File: src/rtl/sram_ctrl_pkg.sv
// Shared definitions for the SRAM burst controller.
//   state_t      : 2-bit FSM state encoding (IDLE / SETUP / ACCESS / RECOVER)
//   DEF_*        : default bus widths and phase timings
//   phase_load() : phase-counter preload for an N-cycle phase (N-1, clamped at 0)
package sram_ctrl_pkg;

    typedef enum logic [1:0] {
        ST_IDLE    = 2'd0,
        ST_SETUP   = 2'd1,
        ST_ACCESS  = 2'd2,
        ST_RECOVER = 2'd3
    } state_t;

    localparam int DEF_ADDR_WIDTH       = 15;
    localparam int DEF_DATA_WIDTH       = 32;
    localparam int DEF_LEN_WIDTH        = 3;
    localparam int DEF_CNT_WIDTH        = 5;
    localparam int DEF_SETUP_CYCLES     = 1;
    localparam int DEF_RD_ACCESS_CYCLES = 10;
    localparam int DEF_WR_ACCESS_CYCLES = 10;
    localparam int DEF_RECOVER_CYCLES   = 1;

    function automatic int phase_load(input int cycles);
        return (cycles > 0) ? cycles - 1 : 0;
    endfunction

endpackage

File: src/rtl/sram_burst_controller_if.sv
// Requester-side bus of the SRAM burst controller.
//   req_valid/req_ready : request handshake
//   req_we, req_addr, req_len : burst descriptor (sampled on accept only)
//   wdata/wdata_ack     : write beat and its consume strobe
//   rdata/rdata_valid   : read beat and its one-cycle qualifier
//   done                : one-cycle burst-complete pulse
// master = requester (arbiter side), slave = controller.
interface sram_burst_controller_if
    import sram_ctrl_pkg::*;
#(
    parameter int ADDR_WIDTH = DEF_ADDR_WIDTH,
    parameter int DATA_WIDTH = DEF_DATA_WIDTH,
    parameter int LEN_WIDTH  = DEF_LEN_WIDTH
);
    logic                  req_valid;
    logic                  req_ready;
    logic                  req_we;
    logic [ADDR_WIDTH-1:0] req_addr;
    logic [LEN_WIDTH-1:0]  req_len;
    logic [DATA_WIDTH-1:0] wdata;
    logic                  wdata_ack;
    logic [DATA_WIDTH-1:0] rdata;
    logic                  rdata_valid;
    logic                  done;

    modport master (
        output req_valid, req_we, req_addr, req_len, wdata,
        input  req_ready, wdata_ack, rdata, rdata_valid, done
    );

    modport slave (
        input  req_valid, req_we, req_addr, req_len, wdata,
        output req_ready, wdata_ack, rdata, rdata_valid, done
    );

endinterface

File: src/rtl/sram_phase_counter.sv
// Down-counter timing one SETUP / ACCESS / RECOVER phase.
//   clk, reset_n : clock, asynchronous active-low reset
//   load, load_val : preload with (phase length - 1) on phase entry
//   en           : count down while a phase is active (stops at zero)
//   zero         : counter is zero, i.e. this is the last cycle of the phase
module sram_phase_counter
    import sram_ctrl_pkg::*;
#(
    parameter int CNT_WIDTH = DEF_CNT_WIDTH
) (
    input  logic                 clk,
    input  logic                 reset_n,
    input  logic                 load,
    input  logic [CNT_WIDTH-1:0] load_val,
    input  logic                 en,
    output logic                 zero
);

    logic [CNT_WIDTH-1:0] count;

    always_ff @(posedge clk or negedge reset_n) begin
        if (!reset_n) begin
            count <= '0;
        end else if (load) begin
            count <= load_val;
        end else if (en && count != '0) begin
            count <= count - CNT_WIDTH'(1);
        end
    end

    assign zero = (count == '0);

endmodule

File: src/rtl/sram_burst_controller.sv
// Burst sequencer for an asynchronous SRAM.
//   clk, reset_n  : clock, asynchronous active-low reset
//   host          : requester bus (slave modport of sram_burst_controller_if)
//   sram_addr     : registered word address, increments per beat (wraps)
//   sram_dout     : registered write data, sram_dout_en = tristate enable
//   sram_din      : read data from the array, captured on last ACCESS cycle
//   ce_n/oe_n/we_n: registered active-low chip / output / write enables
// Each beat runs SETUP -> ACCESS -> RECOVER; SETUP and RECOVER are
// dropped entirely when their cycle count is 0.
module sram_burst_controller
    import sram_ctrl_pkg::*;
#(
    parameter int ADDR_WIDTH       = DEF_ADDR_WIDTH,
    parameter int DATA_WIDTH       = DEF_DATA_WIDTH,
    parameter int LEN_WIDTH        = DEF_LEN_WIDTH,
    parameter int CNT_WIDTH        = DEF_CNT_WIDTH,
    parameter int SETUP_CYCLES     = DEF_SETUP_CYCLES,
    parameter int RD_ACCESS_CYCLES = DEF_RD_ACCESS_CYCLES,
    parameter int WR_ACCESS_CYCLES = DEF_WR_ACCESS_CYCLES,
    parameter int RECOVER_CYCLES   = DEF_RECOVER_CYCLES
) (
    input  logic                  clk,
    input  logic                  reset_n,
    sram_burst_controller_if.slave host,
    output logic [ADDR_WIDTH-1:0] sram_addr,
    output logic [DATA_WIDTH-1:0] sram_dout,
    output logic                  sram_dout_en,
    input  logic [DATA_WIDTH-1:0] sram_din,
    output logic                  ce_n,
    output logic                  oe_n,
    output logic                  we_n
);

    localparam logic [CNT_WIDTH-1:0] SETUP_LD = CNT_WIDTH'(phase_load(SETUP_CYCLES));
    localparam logic [CNT_WIDTH-1:0] RD_LD    = CNT_WIDTH'(phase_load(RD_ACCESS_CYCLES));
    localparam logic [CNT_WIDTH-1:0] WR_LD    = CNT_WIDTH'(phase_load(WR_ACCESS_CYCLES));
    localparam logic [CNT_WIDTH-1:0] REC_LD   = CNT_WIDTH'(phase_load(RECOVER_CYCLES));
    localparam bit HAS_SETUP   = (SETUP_CYCLES != 0);
    localparam bit HAS_RECOVER = (RECOVER_CYCLES != 0);

    state_t               state;
    logic                 burst_we;
    logic [LEN_WIDTH-1:0] beats_left;
    logic                 cnt_zero;
    logic                 cnt_load;
    logic [CNT_WIDTH-1:0] cnt_load_val;
    logic                 accept;
    logic                 setup_end;
    logic                 access_end;
    logic                 beat_end;
    logic                 more_beats;
    logic                 beat_we;

    // Phase-boundary decode shared by the FSM and the phase counter.
    always_comb begin
        accept     = host.req_valid && host.req_ready;
        setup_end  = (state == ST_SETUP) && cnt_zero;
        access_end = (state == ST_ACCESS) && cnt_zero;
        beat_end   = HAS_RECOVER ? ((state == ST_RECOVER) && cnt_zero) : access_end;
        more_beats = beat_end && (beats_left != '0);
        // Direction of the beat about to start: the new request on accept,
        // otherwise the latched direction of the running burst.
        beat_we    = accept ? host.req_we : burst_we;

        host.wdata_ack = (accept && host.req_we) || (more_beats && burst_we);

        cnt_load     = 1'b0;
        cnt_load_val = '0;
        if (accept || more_beats) begin
            cnt_load     = 1'b1;
            cnt_load_val = HAS_SETUP ? SETUP_LD : (beat_we ? WR_LD : RD_LD);
        end else if (setup_end) begin
            cnt_load     = 1'b1;
            cnt_load_val = burst_we ? WR_LD : RD_LD;
        end else if (access_end && HAS_RECOVER) begin
            cnt_load     = 1'b1;
            cnt_load_val = REC_LD;
        end
    end

    sram_phase_counter #(
        .CNT_WIDTH (CNT_WIDTH)
    ) u_phase_counter (
        .clk      (clk),
        .reset_n  (reset_n),
        .load     (cnt_load),
        .load_val (cnt_load_val),
        .en       (state != ST_IDLE),
        .zero     (cnt_zero)
    );

    // Outputs are registered from the transition being taken, so the
    // strobes always match the state that is being entered.
    always_ff @(posedge clk or negedge reset_n) begin
        if (!reset_n) begin
            state            <= ST_IDLE;
            burst_we         <= 1'b0;
            beats_left       <= '0;
            sram_addr        <= '0;
            sram_dout        <= '0;
            sram_dout_en     <= 1'b0;
            ce_n             <= 1'b1;
            oe_n             <= 1'b1;
            we_n             <= 1'b1;
            host.req_ready   <= 1'b0;
            host.rdata       <= '0;
            host.rdata_valid <= 1'b0;
            host.done        <= 1'b0;
        end else begin
            host.rdata_valid <= 1'b0;
            host.done        <= 1'b0;

            if (access_end && !burst_we) begin
                host.rdata       <= sram_din;
                host.rdata_valid <= 1'b1;
            end

            if (accept || more_beats) begin
                state          <= HAS_SETUP ? ST_SETUP : ST_ACCESS;
                ce_n           <= 1'b0;
                oe_n           <= HAS_SETUP || beat_we;
                we_n           <= HAS_SETUP || !beat_we;
                sram_dout_en   <= beat_we;
                host.req_ready <= 1'b0;
                if (accept) begin
                    burst_we   <= host.req_we;
                    sram_addr  <= host.req_addr;
                    beats_left <= host.req_len;
                end else begin
                    beats_left <= beats_left - LEN_WIDTH'(1);
                    sram_addr  <= sram_addr + ADDR_WIDTH'(1);
                end
                if (beat_we) begin
                    sram_dout <= host.wdata;
                end
            end else if (beat_end) begin
                state          <= ST_IDLE;
                ce_n           <= 1'b1;
                oe_n           <= 1'b1;
                we_n           <= 1'b1;
                sram_dout_en   <= 1'b0;
                host.done      <= 1'b1;
                host.req_ready <= 1'b1;
            end else if (setup_end) begin
                state        <= ST_ACCESS;
                oe_n         <= burst_we;
                we_n         <= !burst_we;
                sram_dout_en <= burst_we;
            end else if (access_end) begin
                // Only reached with a RECOVER phase; write data stays driven
                // through it for hold time.
                state <= ST_RECOVER;
                oe_n  <= 1'b1;
                we_n  <= 1'b1;
            end else if (state == ST_IDLE) begin
                host.req_ready <= 1'b1;
            end
        end
    end

endmodule

File: src/flat_wrapper.sv
// flat-port wrapper written by rule: the top's interface ports become plain ports
module sram_burst_controller_flat import sram_ctrl_pkg::*;
#(
    parameter int ADDR_WIDTH       = DEF_ADDR_WIDTH,
    parameter int DATA_WIDTH       = DEF_DATA_WIDTH,
    parameter int LEN_WIDTH        = DEF_LEN_WIDTH,
    parameter int CNT_WIDTH        = DEF_CNT_WIDTH,
    parameter int SETUP_CYCLES     = DEF_SETUP_CYCLES,
    parameter int RD_ACCESS_CYCLES = DEF_RD_ACCESS_CYCLES,
    parameter int WR_ACCESS_CYCLES = DEF_WR_ACCESS_CYCLES,
    parameter int RECOVER_CYCLES   = DEF_RECOVER_CYCLES
)
  (clk, reset_n, sram_addr, sram_dout, sram_dout_en, sram_din, ce_n, oe_n, we_n, host_req_valid, host_req_we, host_req_addr, host_req_len, host_wdata, host_req_ready, host_wdata_ack, host_rdata, host_rdata_valid, host_done);
  sram_burst_controller_if #(.ADDR_WIDTH(ADDR_WIDTH), .DATA_WIDTH(DATA_WIDTH), .LEN_WIDTH(LEN_WIDTH)) host_i ();
  input  logic clk;
  input  logic reset_n;
  output logic [ADDR_WIDTH-1:0] sram_addr;
  output logic [DATA_WIDTH-1:0] sram_dout;
  output logic sram_dout_en;
  input  logic [DATA_WIDTH-1:0] sram_din;
  output logic ce_n;
  output logic oe_n;
  output logic we_n;
  input wire logic [$bits(host_i.req_valid)-1:0] host_req_valid;
  input wire logic [$bits(host_i.req_we)-1:0] host_req_we;
  input wire logic [$bits(host_i.req_addr)-1:0] host_req_addr;
  input wire logic [$bits(host_i.req_len)-1:0] host_req_len;
  input wire logic [$bits(host_i.wdata)-1:0] host_wdata;
  output wire logic [$bits(host_i.req_ready)-1:0] host_req_ready;
  output wire logic [$bits(host_i.wdata_ack)-1:0] host_wdata_ack;
  output wire logic [$bits(host_i.rdata)-1:0] host_rdata;
  output wire logic [$bits(host_i.rdata_valid)-1:0] host_rdata_valid;
  output wire logic [$bits(host_i.done)-1:0] host_done;
  assign host_i.req_valid = host_req_valid;
  assign host_i.req_we = host_req_we;
  assign host_i.req_addr = host_req_addr;
  assign host_i.req_len = host_req_len;
  assign host_i.wdata = host_wdata;
  assign host_req_ready = host_i.req_ready;
  assign host_wdata_ack = host_i.wdata_ack;
  assign host_rdata = host_i.rdata;
  assign host_rdata_valid = host_i.rdata_valid;
  assign host_done = host_i.done;
  sram_burst_controller #(.ADDR_WIDTH(ADDR_WIDTH), .DATA_WIDTH(DATA_WIDTH), .LEN_WIDTH(LEN_WIDTH), .CNT_WIDTH(CNT_WIDTH), .SETUP_CYCLES(SETUP_CYCLES), .RD_ACCESS_CYCLES(RD_ACCESS_CYCLES), .WR_ACCESS_CYCLES(WR_ACCESS_CYCLES), .RECOVER_CYCLES(RECOVER_CYCLES)) u_core (.clk(clk), .reset_n(reset_n), .host(host_i), .sram_addr(sram_addr), .sram_dout(sram_dout), .sram_dout_en(sram_dout_en), .sram_din(sram_din), .ce_n(ce_n), .oe_n(oe_n), .we_n(we_n));
endmodule
File: config.mk
export PLATFORM = sky130hd
export DESIGN_NAME = sram_burst_controller_flat
export DESIGN_NICKNAME = d
export VERILOG_FILES = /design/src/rtl/sram_ctrl_pkg.sv /design/src/rtl/sram_burst_controller_if.sv /design/src/rtl/sram_phase_counter.sv /design/src/rtl/sram_burst_controller.sv /design/src/flat_wrapper.sv
export SDC_FILE = /design/constraint.sdc
export NUM_CORES = 1
export LEC_CHECK = 0
export CORE_MARGIN = 2
export CORE_UTILIZATION = 44
export DETAILED_ROUTE_END_ITERATION = 12
export PLACE_DENSITY = 0.88
export SETUP_SLACK_MARGIN = 0.5
export SLEW_MARGIN = 25
export SYNTH_ARGS = -nofsm -noshare
export SYNTH_HDL_FRONTEND = slang
export SYNTH_SLANG_ARGS = --single-unit
File: constraint.sdc
create_clock -name clk -period 2.91 [get_ports clk]
set_clock_uncertainty 0.1 [all_clocks]
set_input_delay 0.582 -clock clk [delete_from_list [all_inputs] [get_ports clk]]
set_output_delay 0.582 -clock clk [all_outputs]
set_load 0.02 [all_outputs]
==> reports/results.ini, run 1 <==
[final_layout]
drive_gt1_frac = 0.225
layout.cells.non_filler = 675
nets = 627
fill_cells = 684
layout_commonest_cell = clkdlybuf4s50_1
multiInputGateArea_um2 = 1840
areaGrowthSynthToFinish_pct = 52.8
n_antenna_cell = 0
seq_area_um2 = 2430
final_cell_mix = clkdlybuf4s50_1, dfrtp_1, mux2_2

[sta]
hold_viol = 0
worst_slew_margin_rel = 0.660
setup-tns-final_ns = 0
fmax_ghz = 0.391
setup_viol = 0
tightest_slew_ns = 0.510
period_share = 0.878
rsz0062_at_grt = true
drv_slew = 0
min_period_ns = 2.55

[place]
hpwl_mm = 8.09
gp_routability_congestion = 0.786
io_buffers = 172
dp.cells = 647

[route]
vias = 3506
vias_per_cell = 5.19
drc = 0
drtIter0Drc = 173
routed_wl_mm = 11.8
ant_nets = 0
wl_per_cell_um = 17.5
firstDrtPassIters = 5

[floorplanning]
die_h_um = 104
die_w_um = 104
dieArea_um2 = 10700
ios = 173
start_util = 0.450
core.rowCount = 36
coreArea_um2 = 9680

[flow_run]
max_cap_viol_count = 0

[synthesis]
yosysWarnings = 0
synthFlopType = dfrtp_1
ys_types = 45
synth_cells = 347
synthArstFlopShare = 1.00
syn_avg_cell_area_um2 = 12.6
ys_ff_latch = 97
syn_nets = 437
yosysSeqAreaShare = 0.558
synth-edff-count = 0
netlist_area_um2 = 4360

[critical_path]
worstSetupEndpointType = primary output
rrSetupSlack_ns = 0.53
path_class = flop to primary output
timing.rr.end = u_core.sram_dout[22]
path_buf_inv = 2
cp_top_family = simple AND/OR/NAND/NOR gates
cp_slowest_stage_delay_ns = 0.51
start_kind = flop
crit_chain = inv_2, ha_4, or4b_4, nor2_8, a21o_2, buf_6
r2r-start = u_core.u_phase_counter.count[0]
cpMaxStageDelayCell = or4b_4
worstPathMaxFanout = 2
worstPathArrival_ns = 1.87
cp.required_ns = 2.23
r2r_cells = 9

[power_and_ir_drop]
ir_drop_uv = 270
power_density_nw_per_um2 = 391
leakagePower_nw = 3.02

[cts]
clkSinkCount = 97
htree_levels = 3
cts_made_buffers = 9
cts_tree = done
path_clk_slew_ns = 0.09
clockRootBuffer = clkbuf_8
holdBufCountCts = 0
clockBufferDepth = 2
worstSkewPairLatency_ns = 0.36

[global_routing]
grt_max_degree = 60
track_usage = 0.212
grt_pass1_vias = 3489
gr-total-overflow = 0
grt_pass1_wl_mm = 18.2
antenna_found_initial = 0

[status]
outcome = finished, final reports clean

[worst_hold_path]
min_path_type = input port to asynchronous set/reset pin

## layer usage
layer	vias to the layer above	wire (um)	track usage
li1	1603	-	-
met3	18	739	0.0497
met2	155	5840	0.355
met1	1730	4990	0.268
met4	0	213	0.0801
met5	-	0	0
## timing repair
action,4_1_cts,5_1_grt
setup buffers,4,5
resized for setup,9,9
setup endpoints to repair,32,32
gates cloned,0,3
pin swaps,4,6
## cells by family (layout without fill, tap and decap cells)
kind of cell    count (synthesis)  count (layout)  share of synthesized area
compound gates                 39              39                     0.0577
xor+xnor                        8               8                     0.0161
fa+ha+maj                       4               4                     0.0115
buf+inv                        26             221                     0.0304
flops                          97              97                      0.558
mux                            70              70                      0.204
simple gates                  103             103                      0.123
## flip-flops by register name (all words and copies together) (netlist names)
register,count
u_core.host.rdata,32
u_core.sram_dout_en,1
u_core.host.rdata_valid,1
u_core.sram_dout,32
u_core.u_phase_counter.count,5
u_core.host.done,1
u_core.beats_left,3
u_core.oe_n,1
u_core.burst_we,1
u_core.we_n,1
u_core.state,2
u_core.sram_addr,15
u_core.host.req_ready,1
u_core.ce_n,1
## stage by stage
| step | total power [mW] | utilization | worst slack (ns) | instance area, um2 | hold slack (ns) |
|---|---|---|---|---|---|
| finish | 2.60 | 0.688 | 0.355 | 6660 | 0.0863 |
| global placement | 1.65 | 0.647 | 0.186 | 6260 | 0.386 |
| detailed placement | 1.65 | 0.647 | 0.113 | 6260 | 0.393 |
| floorplan | 1.46 | - | 0.703 | 4360 | 0.186 |
| global route | 2.70 | 0.688 | 0.313 | 6660 | 0.115 |
| CTS | 2.63 | 0.674 | 0.359 | 6530 | 0.0965 |
## area by class of cell
cell class,count,area share
flip-flops and latches,97,0.365
well taps,133,0.0250
multi-input cells,224,0.276
clock buffers,12,0.0218
repair buffers,197,0.297
inverters,8,0.00451
clock inverters,4,0.0115
## worst max-delay path by stage
stage | start | to | depth (start not counted)
after global routing | u_core.u_phase_counter.count[0] | host_wdata_ack | 6
after detailed placement | u_core.u_phase_counter.count[0] | host_wdata_ack | 6
after CTS | u_core.u_phase_counter.count[0] | host_wdata_ack | 6
after global placement | u_core.u_phase_counter.count[0] | host_wdata_ack | 6
final | u_core.u_phase_counter.count[0] | host_wdata_ack | 6
after floorplan | u_core.u_phase_counter.count[0] | host_wdata_ack | 6
## report_power, final
part           internal (mW)  leakage, nW  switching [mW]
Sequential              1.37         1.20          0.0111
Clock                  0.513        0.107           0.467
Combinational          0.156         1.70          0.0885
## cell usage after synthesis, drive strengths merged (2+ instances only)
library cell | count | area share
o211ai | 2 | 0.0034
inv | 8 | 0.0069
mux2i | 6 | 0.014
buf | 9 | 0.016
a21o | 2 | 0.0037
nor4 | 3 | 0.0043
and3 | 4 | 0.0057
clkbuf | 9 | 0.0077
a21oi | 9 | 0.010
xor2 | 4 | 0.0080
o21ai | 13 | 0.015
xnor2 | 4 | 0.0080
nor2 | 19 | 0.020
nand2 | 32 | 0.028
mux2 | 64 | 0.19
nor3 | 9 | 0.010
ha | 4 | 0.011
and2 | 6 | 0.0086
or3 | 2 | 0.0029
o22ai | 2 | 0.0029
dfstp | 3 | 0.018
nand3 | 15 | 0.017
nand4 | 4 | 0.0057
and4 | 2 | 0.0040
dfrtp | 94 | 0.54
a31oi | 5 | 0.011
No activity file was read; power rests on OpenSTA's default activity.
==> run 2: changes to the inputs <==
--- a/config.mk
+++ b/config.mk
@@ -10,7 +10,7 @@
 export DETAILED_ROUTE_END_ITERATION = 12
 export PLACE_DENSITY = 0.88
 export SETUP_SLACK_MARGIN = 0.5
-export SLEW_MARGIN = 25
+export SLEW_MARGIN = 15
 export SYNTH_ARGS = -nofsm -noshare
 export SYNTH_HDL_FRONTEND = slang
 export SYNTH_SLANG_ARGS = --single-unit
==> results of run 2 <==
Same layout as run 1: the final DEF is identical, and so are final timing and power.
==> run 3: changes to the inputs <==
--- a/config.mk
+++ b/config.mk
@@ -8,9 +8,10 @@
 export CORE_MARGIN = 2
 export CORE_UTILIZATION = 44
 export DETAILED_ROUTE_END_ITERATION = 12
+export MAX_ROUTING_LAYER = met4
 export PLACE_DENSITY = 0.88
 export SETUP_SLACK_MARGIN = 0.5
-export SLEW_MARGIN = 15
+export SLEW_MARGIN = 30
 export SYNTH_ARGS = -nofsm -noshare
 export SYNTH_HDL_FRONTEND = slang
 export SYNTH_SLANG_ARGS = --single-unit
==> constraint.sdc (replaced) <==
create_clock -name clk -period 2.91 [get_ports clk]
set_clock_uncertainty 0.1 [all_clocks]
set_input_delay 0.291 -clock clk [delete_from_list [all_inputs] [get_ports clk]]
set_output_delay 0.291 -clock clk [all_outputs]
set_load 0.02 [all_outputs]
==> run 3 against run 2 <==
Register-to-register slack gained 0.08 ns; global-route usage grew 0.37 points; first-iteration DRC count shrank 20%; die area is the same; via count shrank 1.2%; maximum frequency grew 8.3%; utilization shrank 0.93 points; sequential cell count is the same; clock power grew 17%; wire length shrank 6.0%; largest cell class unchanged.
==> reports/results.ini, run 3 (synthesis results as in run 1) <==
[critical_path]
start_kind = flop
cp.required_ns = 2.52
crit_path_end = host_wdata_ack
path_class = flop to primary output
timing.rr.end = u_core.sram_dout[0]
crit_path_start = u_core.u_phase_counter.count[0]
worstSetupEndpointType = primary output
rrSetupSlack_ns = 0.61
worstPathArrival_ns = 1.97
worstPathMaxFanout = 3
r2r-start = u_core.beats_left[0]
r2r_cells = 8

[route]
firstDrtPassIters = 4
drc = 0
vias = 3464
wl_per_cell_um = 16.6
vias_per_cell = 5.19
drtIter0Drc = 138
ant_nets = 0
routed_wl_mm = 11.1

[cts]
clkSinkCount = 97
path_clk_slew_ns = 0.10
clockBufferDepth = 2
htree_levels = 3
cts_made_buffers = 9
cts_tree = done
clockRootBuffer = clkbuf_8
worstSkewPairLatency_ns = 0.36

[place]
hpwl_mm = 8.10
pre_cts_ws_ns = 0.321
placedInstanceArea_um2 = 6230
io_buffers = 172
gp_routability_congestion = 0.797

[sta]
rsz0062_at_grt = false
fmax_ghz = 0.424
worst_slew_margin_rel = 0.574
tightest_slew_ns = 0.639
setup_ws_ns = 0.551
min_period_ns = 2.36
period_share = 0.811
hold_viol = 0
setup_viol = 0
drv_slew = 0
setup-tns-final_ns = 0

[power_and_ir_drop]
ir_drop_uv = 266
leakagePower_nw = 2.99
finalPower_mw = 2.78
power_density_nw_per_um2 = 423

[status]
outcome = finished, final reports clean

[floorplanning]
core.rowCount = 36
dieArea_um2 = 10700
start_util = 0.450
coreArea_um2 = 9680
die_h_um = 104
die_w_um = 104
ios = 173

[final_layout]
layout_commonest_cell = clkdlybuf4s50_1
n_antenna_cell = 0
nets = 619
drive_gt1_frac = 0.206
finish.utilization = 0.679
design_area_um2 = 6570
reg_top3 = u_core.host.rdata x32, u_core.sram_dout x32, u_core.sram_addr x15
final_cell_mix = clkdlybuf4s50_1, dfrtp_1, mux2_2
areaGrowthSynthToFinish_pct = 50.7
fill_cells = 682

[global_routing]
grt_pass1_vias = 3436
grt_pass1_wl_mm = 18.0
grt_max_degree = 50
track_usage = 0.215
antenna_found_initial = 0
gr-total-overflow = 0

[flow_run]
max_cap_viol_count = 0

[worst_hold_path]
min_path_type = input port to asynchronous set/reset pin

-- run 3: changes by cell type in the layout (fill, tap and decap cells not counted), moves of 2 or more --
cell | before | now
buf_4 | 20 | 15
inv_1 | 4 | 8
inv_2 | 4 | 0
ha_4 | 3 | 0
bufinv_16 | 2 | 4
clkbuf_1 | 2 | 0
clkbuf_16 | 2 | 0
ha_2 | 0 | 2
-- run 3: metal layers --
layer / routed length [um] / track usage / part of all wire / up-vias
met5: 0 / - / 0 / -
met1: 4700 / 0.272 / 0.42 / 1705
met2: 5460 / 0.346 / 0.49 / 149
li1: - / - / - / 1588
met4: 277 / 0.0859 / 0.025 / 0
met3: 638 / 0.0403 / 0.058 / 22
-- run 3: worst min-delay path by stage --
stage,endpoint,slack (ns),start,cells past startpoint
floorplan,u_core.beats_left[0],-0.10,reset_n,0
global placement,u_core.host.rdata[8],0.25,reset_n,1
detailed placement,u_core.host.rdata[8],0.25,reset_n,1
CTS,u_core.sram_addr[0],0.37,host_req_addr[0],3
global route,u_core.sram_addr[12],0.38,host_req_addr[12],3
finish,u_core.host.rdata[8],0.38,reset_n,2
-- run 3: through the flow --
step	cells	hold slack [ns]
6_report	667	0.382
5_1_grt	667	0.378
3_5_place_dp	644	0.254
2_1_floorplan	347	-0.105
4_1_cts	663	0.372
3_3_place_gp	644	0.249
-- run 3: cell type report --
| class | count | area (um2) | area share |
|---|---|---|---|
| sequential | 97 | 2430 | 0.370 |
| timing repair buffer | 189 | 1870 | 0.284 |
| multi-input combinational | 224 | 1800 | 0.275 |
| tap | 133 | 166 | 0.0253 |
| clock inverter | 7 | 149 | 0.0227 |
| clock buffer | 9 | 124 | 0.0188 |
| inverter | 8 | 30.0 | 0.00457 |
-- run 3: timing repair --
action	4_1_cts	5_1_grt
hold endpoints to repair	47	0
pin swaps	1	2
resized for setup	6	4
hold buffers	1	0
endpoints found under the setup margin	34	15
setup buffers	2	4
-- run 3: critical path: stages, from the launching register on --
cell and delay, ns:
dfrtp_1 0.41, inv_1 0.07, ha_2 0.17, or4b_4 0.51, nor2_8 0.17, a21o_2 0.15
buf_6 0.11
-- run 3: where the power goes --
group / total (mW) / switching (mW) / internal [mW]
logic: 0.246 / 0.0886 / 0.158
clock network: 1.15 / 0.483 / 0.670
registers: 1.38 / 0.0112 / 1.37
total: 2.78 / 0.582 / 2.20
